`src/rtl/stream_mux_nx1_if.sv`:
```
`timescale 1ns/1ps
`default_nettype none
// +----------------------------------------------------------------------+
// | Module   : stream_mux_nx1_if                                         |
// | Purpose  : Producer-side and consumer-side stream bundle for the N:1 |
// |            stream mux. The slave modport is the mux itself.          |
// | Revision : 1.0 - initial release                                     |
// +----------------------------------------------------------------------+
interface stream_mux_nx1_if #(
  parameter int WIDTH    = 8,
  parameter int CHANNELS = 4
);
  localparam int SEL_W = $clog2(CHANNELS);

  logic                      mode;
  logic [CHANNELS-1:0]       in_valid;
  logic [CHANNELS*WIDTH-1:0] in_data;
  logic [CHANNELS-1:0]       in_ready;
  logic                      out_valid;
  logic [WIDTH-1:0]          out_data;
  logic [SEL_W-1:0]          out_sel;
  logic                      out_ready;

  modport master (
    output mode, in_valid, in_data, out_ready,
    input  in_ready, out_valid, out_data, out_sel
  );

  modport slave (
    input  mode, in_valid, in_data, out_ready,
    output in_ready, out_valid, out_data, out_sel
  );
endinterface
`default_nettype wire

```
`src/rtl/stream_mux_nx1.sv`:
```
`timescale 1ns/1ps
`default_nettype none
// +----------------------------------------------------------------------+
// | Module   : stream_mux_nx1                                            |
// | Purpose  : Registered N:1 valid/ready stream mux with round-robin or |
// |            fixed-priority arbitration and source-index tagging.      |
// | Revision : 1.0 - initial release                                     |
// +----------------------------------------------------------------------+
module stream_mux_nx1 #(
  parameter int WIDTH    = 8,
  parameter int CHANNELS = 4
) (
  input  wire logic         clk,
  input  wire logic         rst_n,
  stream_mux_nx1_if.slave   bus
);
  localparam int SEL_W = $clog2(CHANNELS);
  localparam logic [SEL_W-1:0] c_last_ch  = SEL_W'(CHANNELS - 1);
  localparam logic [SEL_W:0]   c_channels = (SEL_W + 1)'(CHANNELS);

  logic [WIDTH-1:0]    w_ch_data [CHANNELS];
  logic                w_load;
  logic                w_any;
  logic [SEL_W-1:0]    w_start;
  logic [SEL_W-1:0]    w_grant;
  logic [SEL_W-1:0]    w_next_ptr;
  logic [WIDTH-1:0]    w_data;
  logic [CHANNELS-1:0] w_ready;

  logic                r_out_valid;
  logic [WIDTH-1:0]    r_out_data;
  logic [SEL_W-1:0]    r_out_sel;
  logic [SEL_W-1:0]    r_rr_ptr;

  for (genvar i = 0; i < CHANNELS; i++) begin : g_unpack
    assign w_ch_data[i] = bus.in_data[i*WIDTH +: WIDTH];
  end

  assign w_load  = !r_out_valid || bus.out_ready;
  assign w_any   = |bus.in_valid;
  // Fixed priority is just a round-robin search that always starts at 0.
  assign w_start = bus.mode ? '0 : r_rr_ptr;

  always_comb begin : arb
    logic             found;
    logic [SEL_W:0]   sum;
    logic [SEL_W-1:0] idx;
    found   = 1'b0;
    sum     = '0;
    idx     = '0;
    w_grant = '0;
    w_data  = '0;
    for (int k = 0; k < CHANNELS; k++) begin
      sum = {1'b0, w_start} + (SEL_W + 1)'(k);
      if (sum >= c_channels) sum = sum - c_channels;
      idx = sum[SEL_W-1:0];
      if (!found && bus.in_valid[idx]) begin
        found   = 1'b1;
        w_grant = idx;
        w_data  = w_ch_data[idx];
      end
    end
  end

  always_comb begin
    w_ready = '0;
    if (w_load && w_any) w_ready[w_grant] = 1'b1;
  end

  assign w_next_ptr = (w_grant == c_last_ch) ? '0 : w_grant + 1'b1;

  always_ff @(posedge clk or negedge rst_n) begin
    if (!rst_n) begin
      r_out_valid <= 1'b0;
      r_out_data  <= '0;
      r_out_sel   <= '0;
      r_rr_ptr    <= '0;
    end else if (w_load) begin
      if (w_any) begin
        r_out_valid <= 1'b1;
        r_out_data  <= w_data;
        r_out_sel   <= w_grant;
        r_rr_ptr    <= w_next_ptr;
      end else begin
        r_out_valid <= 1'b0;
      end
    end
  end

  assign bus.in_ready  = w_ready;
  assign bus.out_valid = r_out_valid;
  assign bus.out_data  = r_out_data;
  assign bus.out_sel   = r_out_sel;
endmodule
`default_nettype wire
```
`src/flat_wrapper.sv`:
```
// flat-port wrapper written by rule: the top's interface ports become plain ports
module stream_mux_nx1_flat 
#(
  parameter int WIDTH    = 8,
  parameter int CHANNELS = 4
)
  (clk, rst_n, bus_mode, bus_in_valid, bus_in_data, bus_out_ready, bus_in_ready, bus_out_valid, bus_out_data, bus_out_sel);
  stream_mux_nx1_if #(.WIDTH(WIDTH), .CHANNELS(CHANNELS)) bus_i ();
  input  wire logic clk;
  input  wire logic rst_n;
  input wire logic [$bits(bus_i.mode)-1:0] bus_mode;
  input wire logic [$bits(bus_i.in_valid)-1:0] bus_in_valid;
  input wire logic [$bits(bus_i.in_data)-1:0] bus_in_data;
  input wire logic [$bits(bus_i.out_ready)-1:0] bus_out_ready;
  output wire logic [$bits(bus_i.in_ready)-1:0] bus_in_ready;
  output wire logic [$bits(bus_i.out_valid)-1:0] bus_out_valid;
  output wire logic [$bits(bus_i.out_data)-1:0] bus_out_data;
  output wire logic [$bits(bus_i.out_sel)-1:0] bus_out_sel;
  assign bus_i.mode = bus_mode;
  assign bus_i.in_valid = bus_in_valid;
  assign bus_i.in_data = bus_in_data;
  assign bus_i.out_ready = bus_out_ready;
  assign bus_in_ready = bus_i.in_ready;
  assign bus_out_valid = bus_i.out_valid;
  assign bus_out_data = bus_i.out_data;
  assign bus_out_sel = bus_i.out_sel;
  stream_mux_nx1 #(.WIDTH(WIDTH), .CHANNELS(CHANNELS)) u_core (.clk(clk), .rst_n(rst_n), .bus(bus_i));
endmodule
```
`config.mk`:
```
export PLATFORM = sky130hd
export DESIGN_NAME = stream_mux_nx1_flat
export DESIGN_NICKNAME = d
export VERILOG_FILES = /design/src/rtl/stream_mux_nx1_if.sv /design/src/rtl/stream_mux_nx1.sv /design/src/flat_wrapper.sv
export SDC_FILE = /design/constraint.sdc
export NUM_CORES = 1
export LEC_CHECK = 0
export CORE_ASPECT_RATIO = 0.8
export CORE_MARGIN = 2
export CORE_UTILIZATION = 40
export DETAILED_ROUTE_END_ITERATION = 10
export HOLD_SLACK_MARGIN = 0.05
export MAX_ROUTING_LAYER = met4
export PLACE_DENSITY_LB_ADDON = 0.08
export SETUP_SLACK_MARGIN = 0.2
export SLEW_MARGIN = 15
export SYNTH_ARGS = -nofsm -noshare
export SYNTH_HDL_FRONTEND = slang
export SYNTH_SLANG_ARGS = --single-unit
```
`constraint.sdc`:
```
create_clock -name clk -period 7.1 [get_ports clk]
set_clock_uncertainty 0.05 [all_clocks]
set_input_delay 1.065 -clock clk [delete_from_list [all_inputs] [get_ports clk]]
set_output_delay 1.065 -clock clk [all_outputs]
set_load 0.05 [all_outputs]
```
==> reports/qor.txt, run 1 <==
antenna fix cells - 0
Rows - 22
hold slack - 0.443 ns
Clock Sinks - 13
mapped cell area - 1890 um2
sequential share of the synthesized area - 17.2%
die width - 80.8 um
reg2reg start - u_core.r_rr_ptr[0]
total number of vias - 1839
status - completed
initial core utilization - 41.3%
final period utilization - 83.1%
RSZ-0062 raised after global routing - no
antenna-violating nets left - 0
cts repair resizes - 0
Post-Route WL - 5620 um
drt drc - 0
worst-skew pair later-pin latency - 0.25 ns
Worst VDD drop - 0.000208 V
Pre-antenna DRT Iters - 4
P_sw - 0.000401 W
Synth Register Bits - 13
Slew Limit Fails - 0
routability cong. - 0.942
Critical Path Sink Type - output pin
number of global-route vias before repair - 1868
Static Leakage - 0.898 nW
setup TNS - 0 ns
clock tree buffer depth - 2
H-Tree Depth - 1
fin nets - 273
met2 GRT Util - 39.2%
Post-Syn Nets - 222
CTS tree - yes
Port Buffers - 54
global route overflow - 0
Post CTS Setup Buffer Count - 0
post-route minimum period - 5.90 ns
Die H - 65.5 um
clk slew on worst S/H paths - 0.07 ns
hold_sp - u_core.bus.out_sel[1]
Starting DRT DRC Count - 149
FF-to-FF path depth - 6
most common cell in the netlist - mux4_2
area leader, netlist - mux4_2
largest net degree at the start of global routing - 22
CP required - 5.98 ns
Slew headroom - 30.8%
total track usage - 23.1%
crit path launch type - input pin
power share of the clock group - 9.2%
Comb pwr share - 74.9%
# Max-Cap Violations - 0
Power Dens Cells - 316 nW/um2
met3 Track Usage GR - 1.37%
Async SR Flop Fraction - 100%
hpwl dp - 4040 um
Post-CTS Hold Buffers - 0
root buffer cell - clkbuf_8
CP max FO - 15
worst hold path cell count - 2
Sequential Power Share - 15.9%
worst slew pin tran - 1.03 ns
critical path type - in2out
Avg WL per Cell - 19.3 um
Netlist cell types - 41
Syn-to-layout area delta - 34.3%
share of post-route cells with drive strength above 1 - 20.3%
initial antenna violation count - 0
worst reg2reg endpoint - u_core.r_rr_ptr[1]
fmax - 170 MHz
Vias/cell - 6.30
Hold Path Class - reg2reg
switch share - 50.1%
top area cells in the synthesized netlist - mux4_2, dfrtp_1, nor2_1
Power Total - 0.000801 W
arrival time at the worst endpoint - 4.78 ns
share of the synthesized area in the top cell type - 38.1%
internal power - 0.000400 W
I/O pins - 55
Post-synth EDFFs - 0
Final setup viols - 0
Hold EP - u_core.bus.out_sel[1]
most common library cells after synthesis - mux4_2, nor2_1, dfrtp_1, a21oi_1, o21ai_0
final hold violations - 0
CTS buffer count - 3
YS warnings - 0
total core area - 4570 um2
Die Area - 5290 um2
cells after synthesis - 182
R2R Setup Slk - 4.08 ns
met1 GRT Util - 29.9%
syn avg cell area - 10.4 um2
first-pass GRT wire length - 8990 um
busiest layer in global routing - met2
Top FF cell, synth - dfrtp_1
==> state kept, by name (all words and copies together) (netlist names) <==
register              cells
u_core.r_rr_ptr           2
u_core.bus.out_sel        2
u_core.bus.out_data       8
u_core.bus.out_valid      1
==> worst max-delay path by stage <==
stage                            endpoint  startpoint  slack (ns)
after floorplan           bus_in_ready[3]    bus_mode        2.46
after global placement    bus_in_ready[2]    bus_mode        1.29
after detailed placement  bus_in_ready[2]    bus_mode        1.18
after CTS                 bus_in_ready[2]    bus_mode        1.18
after global routing      bus_in_ready[2]    bus_mode        1.01
final                     bus_in_ready[2]    bus_mode        1.20
==> logic make-up after synthesis <==
logic type	count (synthesis)	synth area share [%]
and+or+nand+nor	50	13.6
AOI/OAI and AO/OA	65	25.4
DFF	13	17.2
buffers and inverters	20	4.64
muxes	33	38.7
xor gates and xnor gates	1	0.464
==> power by group through the flow <==
stage	Sequential, W	Clock, W	Combinational [W]
3_5_place_dp	0.000129	0	0.000602
2_1_floorplan	0.000206	0	0.000352
3_3_place_gp	0.000127	0	0.000594
5_1_grt	0.000132	0.0000787	0.000643
6_report	0.000128	0.0000734	0.000600
4_1_cts	0.000128	0.0000740	0.000603
==> critical path, cell delays in order <==
cell and delay, ns:
clkdlybuf4s50_1 0.65, nor2b_4 0.57, o221ai_1 0.33, a2111oi_4 0.46, a32oi_1 0.25, or4_4 0.59, inv_1 0.06, clkdlybuf4s50_1 0.79
==> layout by cell type, fill, tap and decap left out, types with 2 or more instances in the layout <==
cell,synthesis,final
clkdlybuf4s50_1,0,54
mux4_2,32,32
nor2_1,21,21
dfrtp_1,13,13
a21oi_1,12,12
o21ai_0,10,10
a21o_1,9,9
nand2_1,8,8
a211oi_1,8,8
o2bb2ai_1,8,8
inv_1,6,6
buf_4,0,6
and2_1,3,3
o21a_1,3,3
nor3_1,3,3
clkbuf_8,0,3
nand2b_1,2,2
and3b_1,2,2
a2111o_1,2,2
nand3b_1,2,2
nor2b_1,3,2
o21ai_1,2,2
==> metrics by stage <==
stage | cells | setup WS [ns] | util [%] | cell area [um2]
after floorplan | 182 | 2.46 | - | 1890
after detailed placement | 288 | 1.18 | 54.5 | 2490
final | 292 | 1.20 | 55.5 | 2540
after CTS | 292 | 1.18 | 55.5 | 2540
after global placement | 288 | 1.29 | 54.5 | 2490
after global routing | 292 | 1.01 | 55.5 | 2540
==> routing by layer <==
layer / part of all wire, % / vias to the layer above
li1: - / 846
met1: 44 / 921
met2: 50 / 68
met3: 5.5 / 4
met4: 0.50 / 0
met5: 0 / -
==> final cells by class <==
class / instances / area (um2)
multi-input combinational: 149 / 1480
clock buffer: 4 / 45.0
inverter: 6 / 22.5
timing repair buffer: 60 / 586
tap: 60 / 75.1
sequential: 13 / 325
fill: 423 / 2030
Power figures use the tool's default switching activity.
==> run 2, diff against run 1 <==
clock period = 5.9 ns   (was 7.1 ns; I/O delays follow)
==> reports/qor.txt, run 2 (synthesis gave the netlist of run 1 again) <==
max reg flops - 8 (unchanged)
Die H - 65.5 um (unchanged)
Vias/cell - 6.47 (+2.7%)
Critical Path Sink Type - output pin
final hold violations - 0 (unchanged)
top cell family by delay on the critical path - simple AND/OR/NAND/NOR gates
Pre-antenna DRT Iters - 4 (unchanged)
fill cell count - 412 (-2.6%)
commonest non-fill, non-tap cells in the layout - clkdlybuf4s50_1, mux4_2, nor2_1
final period utilization - 84.7%
Post-CTS Hold Buffers - 0 (unchanged)
initial antenna violation count - 0 (unchanged)
Power Dens Cells - 381 nW/um2 (+21%)
clk slew on worst S/H paths - 0.06 ns (about the same)
setup TNS - 0 ns (unchanged)
CP max FO - 15 (unchanged)
first-pass GRT wire length - 9750 um (+8.4%)
Syn-to-layout area delta - 34.0%
WP buf/inv - 3 (unchanged)
total track usage - 24.5% (+1.5 points)
hpwl dp - 4340 um (+7.2%)
CP Cell Sequence - clkdlybuf4s50_1 -> nor2b_4 -> o221ai_1 -> a211oi_2 -> nor4_2 -> or4_4 -> inv_1 -> buf_12
cts repair resizes - 0 (unchanged)
Crit path largest cell delay - 0.71 ns (-0.08 ns)
hold slack - 0.439 ns (-0.00404 ns)
commonest non-fill, non-tap cell in the layout - clkdlybuf4s50_1
I/O pins - 55 (unchanged)
number of global-route vias before repair - 1902 (+1.8%)
Static Leakage - 0.903 nW (+0.55%)
Slew headroom - 40.0% (+9.2 points)
Worst VDD drop - 0.000206 V (-0.75%)
share of post-route cells with drive strength above 1 - 21.6% (+1.4 points)
Slew Limit Fails - 0 (unchanged)
die width - 80.8 um (unchanged)
worst-skew pair later-pin latency - 0.24 ns (about the same)
arrival time at the worst endpoint - 4.06 ns (-0.72 ns)
Port Buffers - 54 (unchanged)
worst slew pin tran - 0.893 ns (-0.137 ns)
total number of vias - 1883 (+2.4%)
CTS buffer count - 3 (unchanged)
Post CTS Setup Buffer Count - 0 (unchanged)
Rows - 22 (unchanged)
Clock Sinks - 13 (unchanged)
Starting DRT DRC Count - 143 (-4.0%)
CP required - 4.97 ns (-1.01 ns)
critical path type - in2out
initial core utilization - 41.3% (unchanged)
Final setup viols - 0 (unchanged)
fmax - 200 MHz
Avg WL per Cell - 19.8 um (+2.8%)
H-Tree Depth - 1 (unchanged)
CTS tree - yes
drt drc - 0 (unchanged)
Post-Route WL - 5760 um (+2.4%)
fin nets - 272 (-0.37%)
antenna fix cells - 0 (unchanged)
# Max-Cap Violations - 0 (unchanged)
root buffer cell - clkbuf_8
clock tree buffer depth - 2 (unchanged)
slack of the critical path - 0.900 ns (-0.302 ns)
highest-delay cell along the critical path - a211oi_2
total core area - 4570 um2 (unchanged)
global route overflow - 0 (unchanged)
largest net degree at the start of global routing - 22 (unchanged)
post-route minimum period - 5.00 ns
Die Area - 5290 um2 (unchanged)
Hold Path Class - reg2reg
Power Total - 0.000964 W (+20%)
status - completed
crit path launch type - input pin
pre-CTS WS - 0.888 ns (-0.292 ns)
antenna-violating nets left - 0 (unchanged)
RSZ-0062 raised after global routing - no
routability cong. - 0.876 (-7.0%)
==> run 2: through the flow <==
stage	instances	instance area, um2	util, %
floorplan	182	1890	-
global placement	287	2490	54.4
detailed placement	287	2490	54.4
CTS	291	2530	55.4
global route	291	2530	55.4
finish	291	2530	55.4
==> run 2: final timing paths <==
kind / start / endpoint / slack (ns) / cells past startpoint
worst max-delay path: bus_mode / bus_in_ready[2] / 0.90 / 8
worst min-delay path: u_core.bus.out_sel[1] / u_core.bus.out_sel[1] / 0.44 / 2
worst max register to register: u_core.r_rr_ptr[0] / u_core.r_rr_ptr[1] / 2.86 / 6
worst min register to register: u_core.bus.out_sel[1] / u_core.bus.out_sel[1] / 0.44 / 2
max in group asynchronous: rst_n / u_core.bus.out_data[1] / 4.38 / 1
min in group asynchronous: rst_n / u_core.bus.out_data[0] / 0.99 / 1
==> run 2: report_power, final <==
part | leakage, nW | internal [W] | switching, W | total (W)
clock network | 0.0228 | 0.0000477 | 0.0000363 | 0.0000841
registers | 0.150 | 0.000123 | 0.0000324 | 0.000156
logic | 0.731 | 0.000309 | 0.000416 | 0.000725
==> run 2: worst register-to-register path, delay by kind of cell, from the launching register on <==
kind             cells  cell delay [ns]
AND/OR/NAND/NOR      3             1.22
AO/OA/AOI/OAI        3             1.10
flip-flops           1             0.59
==> run 2: final cells by class <==
cell class	instances	area, um2	share of cell area [%]
tap	60	75.1	2.96
inverter	6	22.5	0.889
multi-input combinational	149	1480	58.6
sequential	13	325	12.8
clock buffer	4	45.0	1.78
timing repair buffer	59	581	22.9
==> run 2: per-layer routing <==
metal | vias to the layer above | share of wire (%) | track usage [%] | routed length (um)
met5 | - | 0 | - | 0
li1 | 848 | - | - | -
met2 | 105 | 49 | 38.7 | 2800
met1 | 928 | 42 | 34.7 | 2440
met3 | 2 | 8.7 | 2.06 | 499
met4 | 0 | 0.47 | 5.93 | 27
==> run 3, diff against run 2 <==
clock period = 4.5 ns   (was 5.9 ns; I/O delays follow)
==> reports/qor.txt, run 3 (synthesis gave the netlist of run 1 again) <==
status - completed
Slew headroom - 36.5% (-3.5 points)
Die Area - 5290 um2 (unchanged)
initial core utilization - 41.3% (unchanged)
arrival time at the worst endpoint - 3.25 ns (-0.81 ns)
fmax - 252 MHz
Vias/cell - 6.21 (-4.1%)
antenna fix cells - 0 (unchanged)
R2R Setup Slk - 1.88 ns (-0.98 ns)
setup TNS - 0 ns (unchanged)
Multi-input gate area - 1480 um2 (unchanged)
Power Total - 0.00130 W (+35%)
Crit path largest cell delay - 0.45 ns (-0.26 ns)
Port Buffers - 54 (unchanged)
Syn-to-layout area delta - 38.4%
Static Leakage - 0.942 nW (+4.3%)
max reg flops - 8 (unchanged)
total number of vias - 1843 (-2.1%)
Post CTS Setup Buffer Count - 0 (unchanged)
CTS tree - yes
initial antenna violation count - 0 (unchanged)
root buffer cell - clkbuf_8
routability cong. - 0.912 (+4.1%)
fill cell count - 410 (-0.49%)
Worst VDD drop - 0.000273 V (+32%)
Power Dens Cells - 498 nW/um2 (+31%)
Post-CTS Hold Buffers - 0 (unchanged)
CP max FO - 12 (-3)
Critical Path Sink Type - output pin
Rows - 22 (unchanged)
hold_sp - u_core.bus.out_sel[1]
post-route minimum period - 3.97 ns
clock tree buffer depth - 2 (unchanged)
Die H - 65.5 um (unchanged)
commonest non-fill, non-tap cell in the layout - clkdlybuf4s50_1
worst-skew pair later-pin latency - 0.24 ns (about the same)
Starting DRT DRC Count - 189 (+32%)
Pre-antenna DRT Iters - 4 (unchanged)
largest net degree at the start of global routing - 22 (unchanged)
reg2reg start - u_core.r_rr_ptr[0]
antenna-violating nets left - 0 (unchanged)
Seq. cell area - 325 um2 (unchanged)
final hold violations - 0 (unchanged)
hpwl dp - 4170 um (-3.9%)
RSZ-0062 raised after global routing - no
CP Cell Sequence - clkdlybuf4s50_1 -> buf_4 -> and2_1 -> a311oi_1 -> nand2_1 -> nor4_2 -> nor2_1 -> nor3_1 -> buf_12
Avg WL per Cell - 18.5 um (-6.6%)
Slew Limit Fails - 0 (unchanged)
Post-Route WL - 5490 um (-4.7%)
FF-to-FF path depth - 6 (unchanged)
drt drc - 0 (unchanged)
total core area - 4570 um2 (unchanged)
# Max-Cap Violations - 0 (unchanged)
crit path launch type - input pin
commonest non-fill, non-tap cells in the layout - clkdlybuf4s50_1, mux4_2, nor2_1
die width - 80.8 um (unchanged)
clk slew on worst S/H paths - 0.06 ns (about the same)
global route overflow - 0 (unchanged)
share of post-route cells with drive strength above 1 - 23.6% (+2.0 points)
number of global-route vias before repair - 1901 (-0.053%)
worst reg2reg endpoint - u_core.r_rr_ptr[1]
first-pass GRT wire length - 9260 um (-5.0%)
H-Tree Depth - 1 (unchanged)
highest-delay cell along the critical path - nor4_2
worst slew pin tran - 0.945 ns (+0.0520 ns)
Hold EP - u_core.bus.out_sel[1]
Final setup viols - 0 (unchanged)
fin nets - 278 (+2.2%)
worst hold path cell count - 2 (unchanged)
I/O pins - 55 (unchanged)
Clock Sinks - 13 (unchanged)
Hold Path Class - reg2reg
total track usage - 23.2% (-1.3 points)
CP required - 3.77 ns (-1.20 ns)
crit path from - bus_mode
cts repair resizes - 0 (unchanged)
final period utilization - 88.3%
critical path type - in2out
CTS buffer count - 3 (unchanged)
[run 3: changes by cell type in the layout (fill, tap and decap cells not counted), sizes merged]
cell,before,now
buf,9,15
[run 3: layer usage]
metal  share of wire (%)  GRT usage [%]  vias to the layer above
li1                    -              -                      856
met1                  44           32.8                      904
met2                  47           37.2                       81
met3                 8.2           1.92                        2
met4                0.49           4.66                        0
met5                   0              -                        -
[run 3: worst max-delay path by stage]
stage	to	cells past startpoint
2_1_floorplan	bus_in_ready[3]	7
3_3_place_gp	bus_in_ready[2]	8
3_5_place_dp	bus_in_ready[3]	9
4_1_cts	bus_in_ready[3]	9
5_1_grt	bus_in_ready[3]	9
6_report	bus_in_ready[3]	9
[run 3: critical path, delay by kind of cell]
family / cells / cell delay [ns]
AO/OA/AOI/OAI: 1 / 0.38
AND/OR/NAND/NOR: 5 / 1.41
buffers and inverters: 3 / 0.80
[run 3: where the power goes]
group / leakage (nW) / internal, W / total (W) / switching, W
Combinational: 0.770 / 0.000447 / 0.000992 / 0.000545
Clock: 0.0228 / 0.0000625 / 0.000106 / 0.0000437
Sequential: 0.150 / 0.000162 / 0.000204 / 0.0000423
Total: 0.942 / 0.000671 / 0.00130 / 0.000631
[run 3: stage by stage]
step | area (um2) | hold WS [ns] | instances | setup slack (ns) | util, %
2_1_floorplan | 1890 | 0.329 | 182 | 0.636 | -
3_3_place_gp | 2570 | 0.419 | 293 | 0.613 | 56.2
3_5_place_dp | 2570 | 0.432 | 293 | 0.525 | 56.2
4_1_cts | 2620 | 0.445 | 297 | 0.534 | 57.2
5_1_grt | 2620 | 0.504 | 297 | 0.372 | 57.2
6_report | 2620 | 0.440 | 297 | 0.526 | 57.2
[run 3: area by class of cell]
| cell class | instances | area share [%] |
|---|---|---|
| inverter | 6 | 0.861 |
| sequential | 13 | 12.4 |
| clock buffer | 4 | 1.72 |
| multi-input combinational | 149 | 56.7 |
| timing repair buffer | 65 | 25.4 |
| tap | 60 | 2.87 |
==> patch 1 (config.mk and constraints of run 3) <==
`WIDTH` is set to 8 in 3 places; all go to 12.
--- a/src/rtl/stream_mux_nx1_if.sv
+++ b/src/rtl/stream_mux_nx1_if.sv
@@ -7,7 +7,7 @@
 // | Revision : 1.0 - initial release                                     |
 // +----------------------------------------------------------------------+
 interface stream_mux_nx1_if #(
-  parameter int WIDTH    = 8,
+  parameter int WIDTH    = 12,
   parameter int CHANNELS = 4
 );
   localparam int SEL_W = $clog2(CHANNELS);
--- a/src/rtl/stream_mux_nx1.sv
+++ b/src/rtl/stream_mux_nx1.sv
@@ -7,7 +7,7 @@
 // | Revision : 1.0 - initial release                                     |
 // +----------------------------------------------------------------------+
 module stream_mux_nx1 #(
-  parameter int WIDTH    = 8,
+  parameter int WIDTH    = 12,
   parameter int CHANNELS = 4
 ) (
   input  wire logic         clk,
--- a/src/flat_wrapper.sv
+++ b/src/flat_wrapper.sv
@@ -1,7 +1,7 @@
 // flat-port wrapper written by rule: the top's interface ports become plain ports
 module stream_mux_nx1_flat 
 #(
-  parameter int WIDTH    = 8,
+  parameter int WIDTH    = 12,
   parameter int CHANNELS = 4
 )
   (clk, rst_n, bus_mode, bus_in_valid, bus_in_data, bus_out_ready, bus_in_ready, bus_out_valid, bus_out_data, bus_out_sel);
Interface: changed (resized bus_in_data and bus_out_data); port bits go from 55 to 75. No check against the original RTL was run, so the function may have changed too.
==> patch 1 against run 3 <==
- synthesized cell count up 51%
- critical path depth did not move
- cell area is 29% higher
- area after synthesis rose by 31%
- worst setup slack improved by 0.016 ns
- routed wire length increased by 31%
- cell count grew 41%
- non-clock buffer count rose by 21
- sequential cell count increased by 4
- sequential share of layout area rose by 0.20 points
- power rose by 51%
==> patch 1: results (changes against run 3) <==
| Metric | Value |
|---|---|
| Synth area leaders | mux4_2, mux2i_1, dfrtp_1, a21oi_1, nand2_1 |
| CTS Buffer Depth | 2 (unchanged) |
| Yosys warns | 0 (unchanged) |
| Largest stage delay on the critical path | 0.72 ns (+0.27 ns) |
| Peak supply drop | 0.000211 V (-23%) |
| Slowest cell on crit path | clkdlybuf4s50_1 |
| Post-synth top cells | mux2i_1, nand2_1, a21oi_1 |
| PortBufs | 74 (+37%) |
| Synth unique cells | 38 (-7.3%) |
| Vias in the first global route | 2315 (+22%) |
| Number of flip-flops in the largest register | 12 (+4) |
| Least-Margin Pin Slew | 0.742 ns (-0.203 ns) |
| Clock slew at reported path FFs | 0.06 ns (about the same) |
| Post-synth net total | 330 (+49%) |
| Tot GR Track Use | 0.222 (-0.0101) |
| Resized cells post-CTS | 0 (unchanged) |
| Total number of vias | 2442 (+33%) |
| First-pass GRT wire length | 11800 um (+27%) |
| Setup TNS | 0 ns (unchanged) |
| Clock Latency Late Sink | 0.24 ns (about the same) |
| Post-synth ARST share | 1.00 (unchanged) |
| Pre-antenna DRT Iters | 5 (+1) |
| Post-place setup slack | 0.519 ns (-0.00581 ns) |
| Dpl cell area | 0.00332 mm2 (+29%) |
| LEAKAGE | 1.34 nW (+42%) |
| # diodes | 0 (unchanged) |
| Crit path DAT | 3.23 ns (-0.02 ns) |
| Outcome | completed |
| DRT antenna net count | 0 (unchanged) |
| Wire length per cell | 17.1 um (-7.5%) |
| Top FF cell, synth | dfrtp_1 |
| Fin nets | 396 (+42%) |
| Fillers | 549 (+34%) |
| Total CTS buffers | 3 (unchanged) |
| Root Buffer | clkbuf_8 |
| Sequential area share after synthesis | 0.172 (-0.000295) |
| Gpl congestion | 0.835 (-8.4%) |
| # Post-CTS Setup Buffers | 0 (unchanged) |
| CTS H-tree depth | 1 (unchanged) |
| Final HPWL from detailed placement | 5370 um (+29%) |
| Share of layout cells above drive strength 1 | 0.162 (-0.0740) |
| Drt first-iter violations | 163 (-14%) |
| Crit path max fanout | 25 (+13) |
| Largest net degree at the start of global routing | 27 (+23%) |
| HP Class | reg2reg |
| Antenna violations before repair | 0 (unchanged) |
patch 1: changes by cell type after synthesis, sizes merged, moves of 9 or more:
cell / delta
mux2i: +47
nand2: +37
a21oi: +30
buf: +13
a221o: +12
o21ai: -11
a211oi: -9
patch 1: path summary, 6_finish.rpt:
path,start,to,slack [ns],cells after the start
worst max register to register,u_core.r_rr_ptr[0]$_DFFE_PN0P_,u_core.bus.out_data[4]$_DFFE_PN0P_,1.76,9
worst min register to register,u_core.bus.out_sel[0]$_DFFE_PN0P_,u_core.bus.out_sel[0]$_DFFE_PN0P_,0.44,1
worst min-delay path,u_core.bus.out_sel[0]$_DFFE_PN0P_,u_core.bus.out_sel[0]$_DFFE_PN0P_,0.44,1
worst max-delay path,bus_mode,bus_in_ready[3],0.54,9
max in group asynchronous,rst_n,u_core.bus.out_data[9]$_DFFE_PN0P_,3.12,1
min in group asynchronous,rst_n,u_core.bus.out_valid$_DFFE_PN0N_,0.82,1
patch 1: routing by layer:
metal / track usage / part of all wire / up-vias / wire length, um
met2: 0.316 / 0.42 / 86 / 3030
met5: - / 0 / - / 0
li1: - / - / 1174 / -
met4: 0.0365 / 0.0050 / 0 / 36
met1: 0.348 / 0.51 / 1180 / 3650
met3: 0.0193 / 0.066 / 2 / 471
patch 1: metrics by stage:
step                total power [W]  utilization  std cells
finish                      0.00197        0.566        420
global route                0.00210        0.566        420
CTS                         0.00196        0.565        420
detailed placement          0.00185        0.558        416
global placement            0.00184        0.558        416
floorplan                   0.00140            -        274
patch 1: logic make-up after synthesis:
family | after synthesis | share of synthesized area
buf+inv | 28 | 0.0526
flops | 17 | 0.172
compound gates | 67 | 0.185
mux | 74 | 0.422
xor+xnor | 1 | 0.00354
simple gates | 87 | 0.165
patch 1: power breakdown:
part	internal [W]	switching [W]	leakage (nW)	total, W
logic	0.000676	0.000892	1.13	0.00157
registers	0.000224	0.0000645	0.190	0.000288
clock network	0.0000626	0.0000473	0.0228	0.000110
total	0.000963	0.00100	1.34	0.00197
patch 1: critical path, delay by kind of cell:
family,cells,cell delay (ns)
compound gates,3,0.40
mux,1,0.29
buf+inv,3,1.30
simple gates,2,0.56
patch 1: area by class of cell:
cell class	instances	area, um2	share of cell area
clock buffers	4	45.0	0.0134
repair buffers	86	846	0.251
flip-flops and latches	17	425	0.126
well taps	81	101	0.0301
multi-input cells	229	1940	0.575
inverters	3	11.3	0.00335
==> patch 2 (flow settings as in run 3) <==
Without the edit above. Reset style: synchronous (`rst_n`), changed in one clocked block.
--- a/src/rtl/stream_mux_nx1.sv
+++ b/src/rtl/stream_mux_nx1.sv
@@ -69,7 +69,7 @@
 
   assign w_next_ptr = (w_grant == c_last_ch) ? '0 : w_grant + 1'b1;
 
-  always_ff @(posedge clk or negedge rst_n) begin
+  always_ff @(posedge clk) begin
     if (!rst_n) begin
       r_out_valid <= 1'b0;
       r_out_data  <= '0;
Formal check against the unedited RTL: differs if rst_n is asserted again (counterexample within 4 cycles, from zero or initial values and one cycle with rst_n low); with rst_n held inactive, the same outputs for 10 cycles.
==> patch 2 against run 3 <==
- worst setup slack worse by 0.064 ns
- maximum frequency fell by 1.6%
- power decreased by 34%
- die area down 2.5%
- cell area decreased by 5.0%
- sequential power shrank 21%
- sequential cell count did not move
- area after synthesis fell by 2.6%
- highest routed layer unchanged
- routed wire length shrank 6.3%
==> patch 2: results (changes against run 3) <==
| Metric | Value |
|---|---|
| Vias/cell | 6.11 (-1.6%) |
| Fillers | 409 (-0.24%) |
| Top FF cell, synth | dfxtp_1 |
| Fin. Hold Viols | 0 (unchanged) |
| Crit path DAT | 3.31 ns (+0.06 ns) |
| Tot GR Track Use | 0.217 (-0.0150) |
| Clock slew at reported path FFs | 0.05 ns |
| Multi-input combinational cell area | 0.00146 mm2 (-1.3%) |
| Share of layout cells above drive strength 1 | 0.226 (-0.00979) |
| Post-synth top cells | mux4_2, nand2_1, nor2_1 |
| Vias in the first global route | 1704 (-10%) |
| R2r startpoint | u_core.r_rr_ptr[0]$_SDFFE_PN0P_ |
| Post-synth ARST share | 0 (-1.00) |
| Hold Crit Start | u_core.bus.out_sel[1]$_SDFFE_PN0P_ |
| Crit path max fanout | 10 (-2) |
| Post-Place Cells | 290 (-1.0%) |
| Final HPWL from detailed placement | 4030 um (-3.2%) |
| Synth area leaders | mux4_2, dfxtp_1, a221o_1, nand2_1, o21ai_0 |
| Fin nets | 275 (-1.1%) |
| Max_slew headroom | 0.443 (+0.0779) |
| First-pass GRT wire length | 8390 um (-9.4%) |
| Synth unique cells | 42 (+2.4%) |
| Drt first-iter violations | 145 (-23%) |
| Outcome | completed |
| Sequential area share after synthesis | 0.141 (-0.0307) |
| Largest stage delay on the critical path | 0.57 ns (+0.12 ns) |
| Wire length per cell | 17.5 um (-5.3%) |
| Gpl congestion | 0.921 (+0.98%) |
| Largest net degree at the start of global routing | 26 (+18%) |
| Peak supply drop | 0.000191 V (-30%) |
| Mapped Cells | 186 (+2.2%) |
-- patch 2: cell count changes after synthesis, sizes merged, moves of 5 or more --
cell / run 3 / this run
dfrtp: 13 / 0
dfxtp: 0 / 13
nand2: 8 / 19
a211oi: 9 / 0
a31oi: 0 / 9
a221o: 0 / 8
buf: 5 / 13
o2bb2ai: 8 / 0
a21o: 9 / 2
o21ai: 12 / 19
nor2: 21 / 15
clkbuf: 9 / 4
nand2b: 2 / 7
-- patch 2: cell families after synthesis --
logic type	count (synthesis)	synth area share
xor+xnor	2	0.00953
simple gates	61	0.180
mux	33	0.397
compound gates	55	0.205
flops	13	0.141
buf+inv	22	0.0667
-- patch 2: cell type report --
| type | count | area share |
|---|---|---|
| Clock buffer | 4 | 0.0181 |
| Inverter | 5 | 0.00756 |
| Multi-Input combinational cell | 151 | 0.589 |
| Sequential cell | 13 | 0.105 |
| Tap cell | 60 | 0.0302 |
| Timing Repair Buffer | 61 | 0.250 |
-- patch 2: power breakdown --
group | total [W] | internal (W) | switching (W)
clock | 0.000105 | 0.0000626 | 0.0000422
sequential | 0.000162 | 0.000138 | 0.0000234
combinational | 0.000589 | 0.000267 | 0.000322
total | 0.000855 | 0.000468 | 0.000388
-- patch 2: path summary, 6_finish.rpt --
check,endpoint,slack [ns]
worst max register to register,u_core.r_rr_ptr[1]$_SDFFE_PN0P_,1.53
worst min register to register,u_core.bus.out_sel[1]$_SDFFE_PN0P_,0.42
worst max-delay path,bus_in_ready[2],0.46
worst min-delay path,u_core.bus.out_sel[1]$_SDFFE_PN0P_,0.42
-- patch 2: routing by layer --
metal	vias to the layer above	GRT usage	routed length, um
met3	8	0.0153	408
met5	-	-	0
li1	846	-	-
met1	853	0.324	2310
met2	89	0.316	2330
met4	0	0.0720	97
